==> config.mk <==
export PLATFORM = sky130hd
export DESIGN_NAME = tmds_word_align
export DESIGN_NICKNAME = d
export VERILOG_FILES = /design/src/rtl/tmds_word_align.sv
export SDC_FILE = /design/constraint.sdc
export NUM_CORES = 1
export LEC_CHECK = 0
export BUFFER_PORTS_ARGS = -buffer_cell sky130_fd_sc_hd__buf_2
export CAP_MARGIN = 20
export CORE_ASPECT_RATIO = 1.5
export CORE_UTILIZATION = 35
export CTS_BUF_LIST = sky130_fd_sc_hd__clkbuf_4
export DETAILED_ROUTE_END_ITERATION = 16
export PLACE_DENSITY = 0.56
export SLEW_MARGIN = 20
export SYNTH_ARGS = -nofsm -noshare
export SYNTH_HDL_FRONTEND = slang
export SYNTH_SLANG_ARGS = --single-unit
==> constraint.sdc <==
create_clock -name clk_pix -period 4.5 [get_ports clk_pix]
set_clock_uncertainty 0.2 [all_clocks]
set_input_delay 0.9 -clock clk_pix [delete_from_list [all_inputs] [get_ports clk_pix]]
set_output_delay 0.9 -clock clk_pix [all_outputs]
set_load 0.005 [all_outputs]
==> src/rtl/tmds_word_align.sv <==
// TMDS receive word aligner: finds the 10-bit symbol boundary by hunting for control tokens,
// then decodes aligned symbols into video bytes / control bits through a two-stage pipeline.
module tmds_word_align #(
  parameter int unsigned LOCK_CNT       = 8,
  parameter int unsigned SEARCH_TIMEOUT = 32,
  parameter int unsigned LOSS_TIMEOUT   = 4096
) (
  input  logic       clk_pix,
  input  logic       rst_n,
  input  logic [9:0] sym_in,
  input  logic       sym_valid,
  output logic [7:0] data,
  output logic [1:0] ctrl,
  output logic       de,
  output logic       out_valid,
  output logic       locked,
  output logic [3:0] offset
);

  localparam int unsigned TOK_W   = $clog2(LOCK_CNT + 1);
  localparam int unsigned DWELL_W = $clog2(SEARCH_TIMEOUT + 1);
  localparam int unsigned GAP_W   = $clog2(LOSS_TIMEOUT + 1);

  localparam logic [TOK_W-1:0]   TOK_MAX   = TOK_W'(LOCK_CNT);
  localparam logic [DWELL_W-1:0] DWELL_MAX = DWELL_W'(SEARCH_TIMEOUT);
  localparam logic [GAP_W-1:0]   GAP_MAX   = GAP_W'(LOSS_TIMEOUT);

  localparam logic ST_SEARCH = 1'b0;
  localparam logic ST_LOCKED = 1'b1;

  localparam logic [9:0] TOK_C00 = 10'b1101010100;
  localparam logic [9:0] TOK_C01 = 10'b0010101011;
  localparam logic [9:0] TOK_C10 = 10'b0101010100;
  localparam logic [9:0] TOK_C11 = 10'b1010101011;

  function automatic logic tok_hit(input logic [9:0] w);
    tok_hit = (w == TOK_C00) || (w == TOK_C01) || (w == TOK_C10) || (w == TOK_C11);
  endfunction

  function automatic logic [1:0] tok_ctrl(input logic [9:0] w);
    case (w)
      TOK_C01: tok_ctrl = 2'b01;
      TOK_C10: tok_ctrl = 2'b10;
      TOK_C11: tok_ctrl = 2'b11;
      default: tok_ctrl = 2'b00;
    endcase
  endfunction

  // Undo optional inversion (bit 9) then the XOR/XNOR chain selected by bit 8.
  function automatic logic [7:0] dec_data(input logic [9:0] w);
    logic [7:0] q;
    logic [7:0] d;
    q    = w[9] ? ~w[7:0] : w[7:0];
    d[0] = q[0];
    for (int unsigned i = 1; i < 8; i++) begin
      d[i] = w[8] ? (q[i] ^ q[i-1]) : ~(q[i] ^ q[i-1]);
    end
    dec_data = d;
  endfunction

  logic                state_q, state_d;
  logic [3:0]          offset_q, offset_d, offset_inc;
  logic [TOK_W-1:0]    tok_q, tok_d, tok_inc;
  logic [DWELL_W-1:0]  dwell_q, dwell_d, dwell_inc;
  logic [GAP_W-1:0]    gap_q, gap_d, gap_inc;
  logic [9:0]          sym_prev_q;
  logic [9:0]          s1_word_q;
  logic                s1_lock_q;
  logic [7:0]          data_q;
  logic [1:0]          ctrl_q;
  logic                de_q, out_valid_q;
  logic [18:0]         window;
  logic [9:0]          aligned;
  logic                aligned_tok;

  // Offset never exceeds 9, so sym_in[9] only ever reaches the aligner via sym_prev.
  assign window = {sym_in[8:0], sym_prev_q};

  always_comb begin
    aligned = window[9:0];
    for (int unsigned i = 0; i < 10; i++) begin
      if (offset_q == 4'(i)) aligned = window[i +: 10];
    end
  end

  assign aligned_tok = tok_hit(aligned);

  always_comb begin
    state_d    = state_q;
    offset_d   = offset_q;
    tok_d      = tok_q;
    dwell_d    = dwell_q;
    gap_d      = gap_q;
    tok_inc    = (tok_q == TOK_MAX) ? tok_q : tok_q + 1'b1;
    dwell_inc  = (dwell_q == DWELL_MAX) ? dwell_q : dwell_q + 1'b1;
    gap_inc    = (gap_q == GAP_MAX) ? gap_q : gap_q + 1'b1;
    offset_inc = (offset_q == 4'd9) ? 4'd0 : offset_q + 4'd1;
    if (sym_valid) begin
      case (state_q)
        ST_SEARCH: begin
          // Lock takes priority over a coincident dwell timeout.
          if (aligned_tok && (tok_inc == TOK_MAX)) begin
            state_d = ST_LOCKED;
            tok_d   = '0;
            dwell_d = '0;
          end else if (dwell_inc == DWELL_MAX) begin
            offset_d = offset_inc;
            tok_d    = '0;
            dwell_d  = '0;
          end else begin
            tok_d   = aligned_tok ? tok_inc : '0;
            dwell_d = dwell_inc;
          end
        end
        default: begin
          if (aligned_tok) begin
            gap_d = '0;
          end else if (gap_inc == GAP_MAX) begin
            state_d  = ST_SEARCH;
            offset_d = offset_inc;
            gap_d    = '0;
            tok_d    = '0;
            dwell_d  = '0;
          end else begin
            gap_d = gap_inc;
          end
        end
      endcase
    end
  end

  always_ff @(posedge clk_pix or negedge rst_n) begin
    if (!rst_n) begin
      state_q  <= ST_SEARCH;
      offset_q <= '0;
      tok_q    <= '0;
      dwell_q  <= '0;
      gap_q    <= '0;
    end else begin
      state_q  <= state_d;
      offset_q <= offset_d;
      tok_q    <= tok_d;
      dwell_q  <= dwell_d;
      gap_q    <= gap_d;
    end
  end

  // Stage 1 captures the aligned word plus the lock state it was aligned under;
  // stage 2 decodes it, updating outputs only for symbols aligned while locked.
  always_ff @(posedge clk_pix or negedge rst_n) begin
    if (!rst_n) begin
      sym_prev_q  <= '0;
      s1_word_q   <= '0;
      s1_lock_q   <= 1'b0;
      data_q      <= '0;
      ctrl_q      <= '0;
      de_q        <= 1'b0;
      out_valid_q <= 1'b0;
    end else if (sym_valid) begin
      sym_prev_q  <= sym_in;
      s1_word_q   <= aligned;
      s1_lock_q   <= (state_q == ST_LOCKED);
      out_valid_q <= s1_lock_q;
      if (s1_lock_q) begin
        if (tok_hit(s1_word_q)) begin
          de_q   <= 1'b0;
          ctrl_q <= tok_ctrl(s1_word_q);
          data_q <= '0;
        end else begin
          de_q   <= 1'b1;
          data_q <= dec_data(s1_word_q);
        end
      end
    end else begin
      out_valid_q <= 1'b0;
    end
  end

  assign data      = data_q;
  assign ctrl      = ctrl_q;
  assign de        = de_q;
  assign out_valid = out_valid_q;
  assign locked    = (state_q == ST_LOCKED);
  assign offset    = offset_q;

endmodule
==> flow_summary.json, run 1 <==
{
  "dieArea_um2": 14100,
  "cp_data_required_time_ps": 4630,
  "tightest_slew_ps": 762,
  "setup_violations": 0,
  "syn_nets": 574,
  "die_h_um": 145,
  "place_inst": 722,
  "die_w_um": 97.3,
  "grt_pass1_wl_um": 23800,
  "grt_pass1_vias": 4557,
  "track_usage": 0.211,
  "p_leak_nw": 2.18,
  "switching_share": 0.337,
  "grt-ovfl-total": 0,
  "dr.pass1.iters": 5,
  "synth_area_leaders": "dfrtp_1, a21oi_1, mux2_2",
  "start_kind": "flip-flop",
  "post-dp-hpwl_um": 10300,
  "slew_viol_final": 0,
  "rsz0062_at_grt": "false",
  "crit_type": "reg2reg",
  "crit_path_cell_trace": "nor3b_4 -> nand2_1 -> o22ai_1 -> a211oi_1 -> or3_1 -> or4b_1 -> nand4b_2 -> nor2b_1 -> a221o_1",
  "avgSynthCellArea_um2": 8.59,
  "maxSlewHeadroom": 0.492,
  "p_comb_frac": 0.203,
  "grt_max_degree": 42,
  "ys.flop_type": "dfrtp_1",
  "hp-start": "de$_DFFE_PN0P_",
  "cts_sinks": 61,
  "wl_met3_um": 625,
  "synth_edf_count": 0,
  "fin_nets": 593,
  "via_per_inst": 6.11,
  "globalplace.congestion": 0.957,
  "max_stage_delay_ps": 750,
  "cts_htree_levels": 3,
  "yosysWarningCount": 0,
  "dr_wl_met2_um": 7420,
  "ios": 30,
  "wl_met1_um": 5660,
  "start_util": 0.363,
  "postRouteWirelength_um": 14300,
  "fp-row-count": 51,
  "syn2layout_area_growth_pct": 9.19,
  "synth.distinct_cells": 79,
  "crit_buf_inv": 0,
  "seqPwrFrac": 0.496,
  "power_switching_mw": 0.469,
  "antenna_left": 0,
  "synth_top_area_frac": 0.320,
  "ctsRootBufferMaster": "clkbuf_4",
  "clkLatencyLatePin_ps": 440,
  "fmax_mhz": 245,
  "fp.coreArea_um2": 13100,
  "crit_fanout": 23,
  "numCtsBuffers": 9,
  "ys_seq_area_frac": 0.320,
  "synth_most_common_cell": "dfrtp_1",
  "r2r_setup_slack_ps": 420,
  "reg2reg_depth": 9,
  "port_buffers": 29,
  "period_needed_ps": 4080,
  "hold_path_class": "reg2reg",
  "finalNonFillerCells": 739,
  "p_int_mw": 0.921,
  "synthCells": 555,
  "crit_arrival_ps": 4210,
  "async_flop_share": 1.00,
  "holdPathEnd": "de$_DFFE_PN0P_",
  "tns_ps": 0,
  "synth_seq_cells": 61,
  "drive_above_1_share": 0.168,
  "wl_per_cell_um": 19.3,
  "yosys-top-cells-count": "dfrtp_1, nand2_1, a21oi_1",
  "finalCritPeriodShare": 0.906,
  "drc": 0,
  "highest_layer": "met4",
  "critical-path-top-delay-family": "simple AND/OR/NAND/NOR gates",
  "clk_pin_slew_ps": 120,
  "cts_tree": "done",
  "report.final.hold_viol_count": 0,
  "powerDensity_nw_per_um2": 267,
  "end_kind": "flip-flop",
  "antenna_found_initial": 1,
  "timing.rr.end": "gap_q[2]$_DFFE_PN0P_",
  "first_iter_violations": 252,
  "maxCapViolCount": 0,
  "slowest_stage": "or4b_1",
  "holdBufCountCts": 0,
  "vias": 4518,
  "timing.rr.start": "offset[1]$_DFFE_PN0P_",
  "syn_area_um2": 4770,
  "status": "completed",
  "pwr-share-clk": 0.302,
  "cts_buffer_depth": 2,
  "min_path_cells": 1,
  "vdd_drop_max_mv": 0.130,
  "synth_top_area_cell": "dfrtp_1"
}
## logic make-up (layout without fill, tap and decap cells)
| group | count (synthesis) | in the layout | share of synthesized area |
|---|---|---|---|
| AO/OA/AOI/OAI | 195 | 195 | 0.291 |
| AND/OR/NAND/NOR | 183 | 183 | 0.220 |
| buffers and inverters | 70 | 94 | 0.0703 |
| flip-flops | 61 | 61 | 0.320 |
| multiplexers | 22 | 22 | 0.0499 |
| XOR/XNOR | 18 | 18 | 0.0331 |
| adder cells (fa/ha/maj) | 6 | 6 | 0.0157 |
| other | 0 | 1 | 0 |
## what timing repair did
item | 4_1_cts | 5_1_grt
endpoints found under the hold margin | 0 | 0
gates resized for setup | 0 | 2
buffers inserted | 0 | 0
endpoints found under the setup margin | 0 | 18
## worst reg2reg max path: stages, from the launching register on
cell and delay (ps):
dfrtp_2 610, nor3b_4 520, nand2_1 320, o22ai_1 230, a211oi_1 120, or3_1 430
or4b_1 750, nand4b_2 360, nor2b_1 110, a221o_1 320
## cell type report
type                            count  area, um2
Fill cell                        1354       7940
Multi-Input combinational cell    424       2910
Timing Repair Buffer               47        305
Clock buffer                        9       67.6
Inverter                           31        116
Clock inverter                      7       75.1
Antenna cell                        1       2.50
Sequential cell                    61       1530
Tap cell                          159        199
## power groups by stage
stage          sequential (mW)  combinational, mW  clock (mW)
2_1_floorplan            0.671              0.199           0
3_3_place_gp             0.697              0.280           0
3_5_place_dp             0.700              0.283           0
4_1_cts                  0.688              0.284       0.430
5_1_grt                  0.698              0.316       0.454
6_report                 0.689              0.282       0.419
## state kept, by name (all words and copies together) (netlist names)
name and flops:
ctrl 2, data 8, de 1, dwell_q 6, gap_q 13, locked 1
offset 4, out_valid 1, s1_lock_q 1, s1_word_q 10, sym_prev_q 10, tok_q 4
## cell usage in the layout, fill, tap and decap left out, types with 8 or more instances in the layout
cell type,count
o22ai_1,16
inv_1,28
and2_1,8
dfrtp_1,60
o21ai_1,12
o21ai_0,26
a21o_1,11
clkbuf_4,9
nor3_1,10
nand2b_1,10
nor2_1,29
buf_4,16
a22o_1,16
nand2_1,38
buf_2,29
nor2b_1,14
a211oi_1,8
mux2i_1,8
nand3_1,13
nor3b_1,8
xnor2_1,11
mux2_2,13
a21oi_1,31
## layer usage
metal  vias to the layer above  track usage
li1                       2126            -
met1                      2221        0.244
met2                       134        0.369
met3                        37       0.0313
met4                         0        0.118
met5                         -            0
## worst max-delay path by stage
stage | startpoint | to | slack, ps | cells past startpoint
after floorplan | sym_in[0] | gap_q[3]$_DFFE_PN0P_ | 970 | 11
after global placement | offset[1]$_DFFE_PN0P_ | tok_q[3]$_DFFE_PN0P_ | 120 | 9
after detailed placement | offset[1]$_DFFE_PN0P_ | gap_q[2]$_DFFE_PN0P_ | 80 | 9
after CTS | offset[1]$_DFFE_PN0P_ | tok_q[3]$_DFFE_PN0P_ | 60 | 9
after global routing | offset[1]$_DFFE_PN0P_ | tok_q[3]$_DFFE_PN0P_ | 150 | 9
final | offset[1]$_DFFE_PN0P_ | gap_q[2]$_DFFE_PN0P_ | 420 | 9
## through the flow
| step | instance area [um2] | utilization | hold WS, ps | setup slack [ps] | power [mW] |
|---|---|---|---|---|---|
| floorplan | 4770 | - | 269 | 967 | 0.870 |
| detailed placement | 5050 | 0.384 | 277 | 79.5 | 0.983 |
| global placement | 5050 | 0.384 | 257 | 122 | 0.977 |
| CTS | 5190 | 0.395 | 306 | 60.4 | 1.40 |
| finish | 5200 | 0.396 | 298 | 424 | 1.39 |
| global route | 5200 | 0.396 | 327 | 155 | 1.47 |
(Power assumes the default switching activity.)
==> run 2: changes to the inputs <==
--- a/config.mk
+++ b/config.mk
@@ -7,11 +7,13 @@
 export LEC_CHECK = 0
 export BUFFER_PORTS_ARGS = -buffer_cell sky130_fd_sc_hd__buf_2
 export CAP_MARGIN = 20
+export CELL_PAD_IN_SITES_DETAIL_PLACEMENT = 0
+export CELL_PAD_IN_SITES_GLOBAL_PLACEMENT = 1
 export CORE_ASPECT_RATIO = 1.5
 export CORE_UTILIZATION = 35
 export CTS_BUF_LIST = sky130_fd_sc_hd__clkbuf_4
 export DETAILED_ROUTE_END_ITERATION = 16
-export PLACE_DENSITY = 0.56
+export PLACE_DENSITY = 0.68
 export SLEW_MARGIN = 20
 export SYNTH_ARGS = -nofsm -noshare
 export SYNTH_HDL_FRONTEND = slang
==> run 2 against run 1 <==
Net effect: core utilization hardly changed; clock power is 9.5% higher; cell count is 0.14% lower; critical path type unchanged; critical endpoint unchanged.
==> flow_summary.json, run 2 (same netlist as run 1, synthesis figures left out) <==
{
  "status": "completed",
  "whs_ps": 297,
  "postRouteWirelength_um": 14600,
  "busiest_layer": "met2",
  "vdd_drop_max_mv": 0.112,
  "tns_ps": 0,
  "hold_path_class": "reg2reg",
  "crit_arrival_ps": 4360,
  "fillers": 1337,
  "reg2reg_depth": 10,
  "dieArea_um2": 14100,
  "cp-startpoint": "offset[2]$_DFFE_PN0P_",
  "start_kind": "flip-flop",
  "p_leak_nw": 2.17,
  "layout_commonest_cell": "dfrtp_1",
  "crit_type": "reg2reg",
  "drive_above_1_share": 0.166,
  "r2r_setup_slack_ps": 250,
  "clkLatencyLatePin_ps": 420,
  "antenna_found_initial": 1,
  "track_usage": 0.208,
  "critPathCapture": "gap_q[2]$_DFFE_PN0P_",
  "ctsRootBufferMaster": "clkbuf_4",
  "powerDensity_nw_per_um2": 275,
  "slew_viol_final": 0,
  "finalCritPeriodShare": 0.945,
  "crit_fanout": 19,
  "layout_common_cells": "dfrtp_1, nand2_1, a21oi_1",
  "grt_pass1_vias": 4398,
  "top_regs": "gap_q x13, s1_word_q x10, sym_prev_q x10",
  "ios": 30,
  "met3_usage": 0.0352,
  "hp-start": "ctrl[0]$_DFFE_PN0P_",
  "timing.rr.start": "offset[2]$_DFFE_PN0P_",
  "grt_use_met1": 0.235,
  "numCtsBuffers": 9,
  "cts_tree": "done",
  "largest-register": "gap_q",
  "grt_pass1_wl_um": 23300,
  "globalplace.congestion": 0.998,
  "clk_pin_slew_ps": 130,
  "fp-row-count": 51,
  "min_path_cells": 2,
  "first_iter_violations": 255,
  "die_h_um": 145,
  "cts_htree_levels": 3,
  "fin_nets": 592,
  "setup_violations": 0,
  "fmax_mhz": 235,
  "end_kind": "flip-flop",
  "port_buffers": 29,
  "tightest_slew_ps": 686,
  "vias": 4568,
  "die_w_um": 97.3,
  "cts_sinks": 61,
  "rsz0062_at_grt": "false",
  "maxSlewHeadroom": 0.539,
  "report.final.hold_viol_count": 0,
  "wl_per_cell_um": 19.7,
  "maxCapViolCount": 0,
  "post_cts_buffers": 0,
  "antenna_left": 0,
  "start_util": 0.363,
  "grt-ovfl-total": 0,
  "cp_data_required_time_ps": 4610,
  "drc": 0,
  "dr.pass1.iters": 5,
  "post-dp-hpwl_um": 10700,
  "syn2layout_area_growth_pct": 9.27,
  "fp.coreArea_um2": 13100,
  "largest_reg_flops": 13,
  "timing.rr.end": "gap_q[2]$_DFFE_PN0P_",
  "grt_max_degree": 35,
  "cts_buffer_depth": 2,
  "grt_util_met2": 0.360,
  "via_per_inst": 6.19,
  "period_needed_ps": 4250
}
run 2: worst min path at each step:
stage / endpoint / slack [ps]
global placement: de$_DFFE_PN0P_ / 260
CTS: sym_prev_q[7]$_DFFE_PN0P_ / 300
global route: data[2]$_DFFE_PN0P_ / 330
floorplan: ctrl[0]$_DFFE_PN0P_ / 270
finish: ctrl[0]$_DFFE_PN0P_ / 300
detailed placement: de$_DFFE_PN0P_ / 270
run 2: timing repair:
item	4_1_cts	5_1_grt
endpoints found under the setup margin	0	5
hold buffers	0	0
resized for setup	0	2
run 2: through the flow:
| step | cell area (um2) | utilization | std cells | power (mW) | setup slack, ps |
|---|---|---|---|---|---|
| after floorplan | 4770 | - | 555 | 0.870 | 967 |
| after global placement | 5030 | 0.383 | 721 | 0.982 | 131 |
| after CTS | 5200 | 0.395 | 737 | 1.45 | 165 |
| after global routing | 5210 | 0.396 | 738 | 1.51 | 12.7 |
| after detailed placement | 5030 | 0.383 | 721 | 0.985 | 201 |
| final | 5210 | 0.396 | 738 | 1.43 | 249 |
run 2: layer usage:
| layer | up-vias | share of wire |
|---|---|---|
| met5 | - | 0 |
| met4 | 0 | 0.051 |
| met3 | 55 | 0.053 |
| met2 | 181 | 0.50 |
| met1 | 2201 | 0.39 |
| li1 | 2131 | - |
run 2: cell type report:
cell class | instances | area (um2) | area share
diodes | 1 | 2.50 | 0.000480
flip-flops and latches | 61 | 1530 | 0.293
inverters | 31 | 116 | 0.0223
clock buffers | 9 | 67.6 | 0.0130
multi-input cells | 424 | 2910 | 0.559
well taps | 159 | 199 | 0.0382
repair buffers | 46 | 285 | 0.0548
clock inverters | 7 | 98.8 | 0.0190
run 2: critical path, cell delays in order (launching register included):
cell and delay, ps:
dfrtp_1 680, buf_4 340, nand3b_2 180, nor2_2 260, a22oi_1 150, a311oi_1 560, nand4_1 190, or4b_1 760
nand4b_2 370, nor2b_1 100, a221o_1 330
run 2: report_power, final:
part | leakage, nW | switching [mW] | internal [mW]
Sequential | 0.744 | 0.0806 | 0.609
Combinational | 1.34 | 0.144 | 0.139
Clock | 0.0865 | 0.231 | 0.228
Total | 2.17 | 0.456 | 0.976
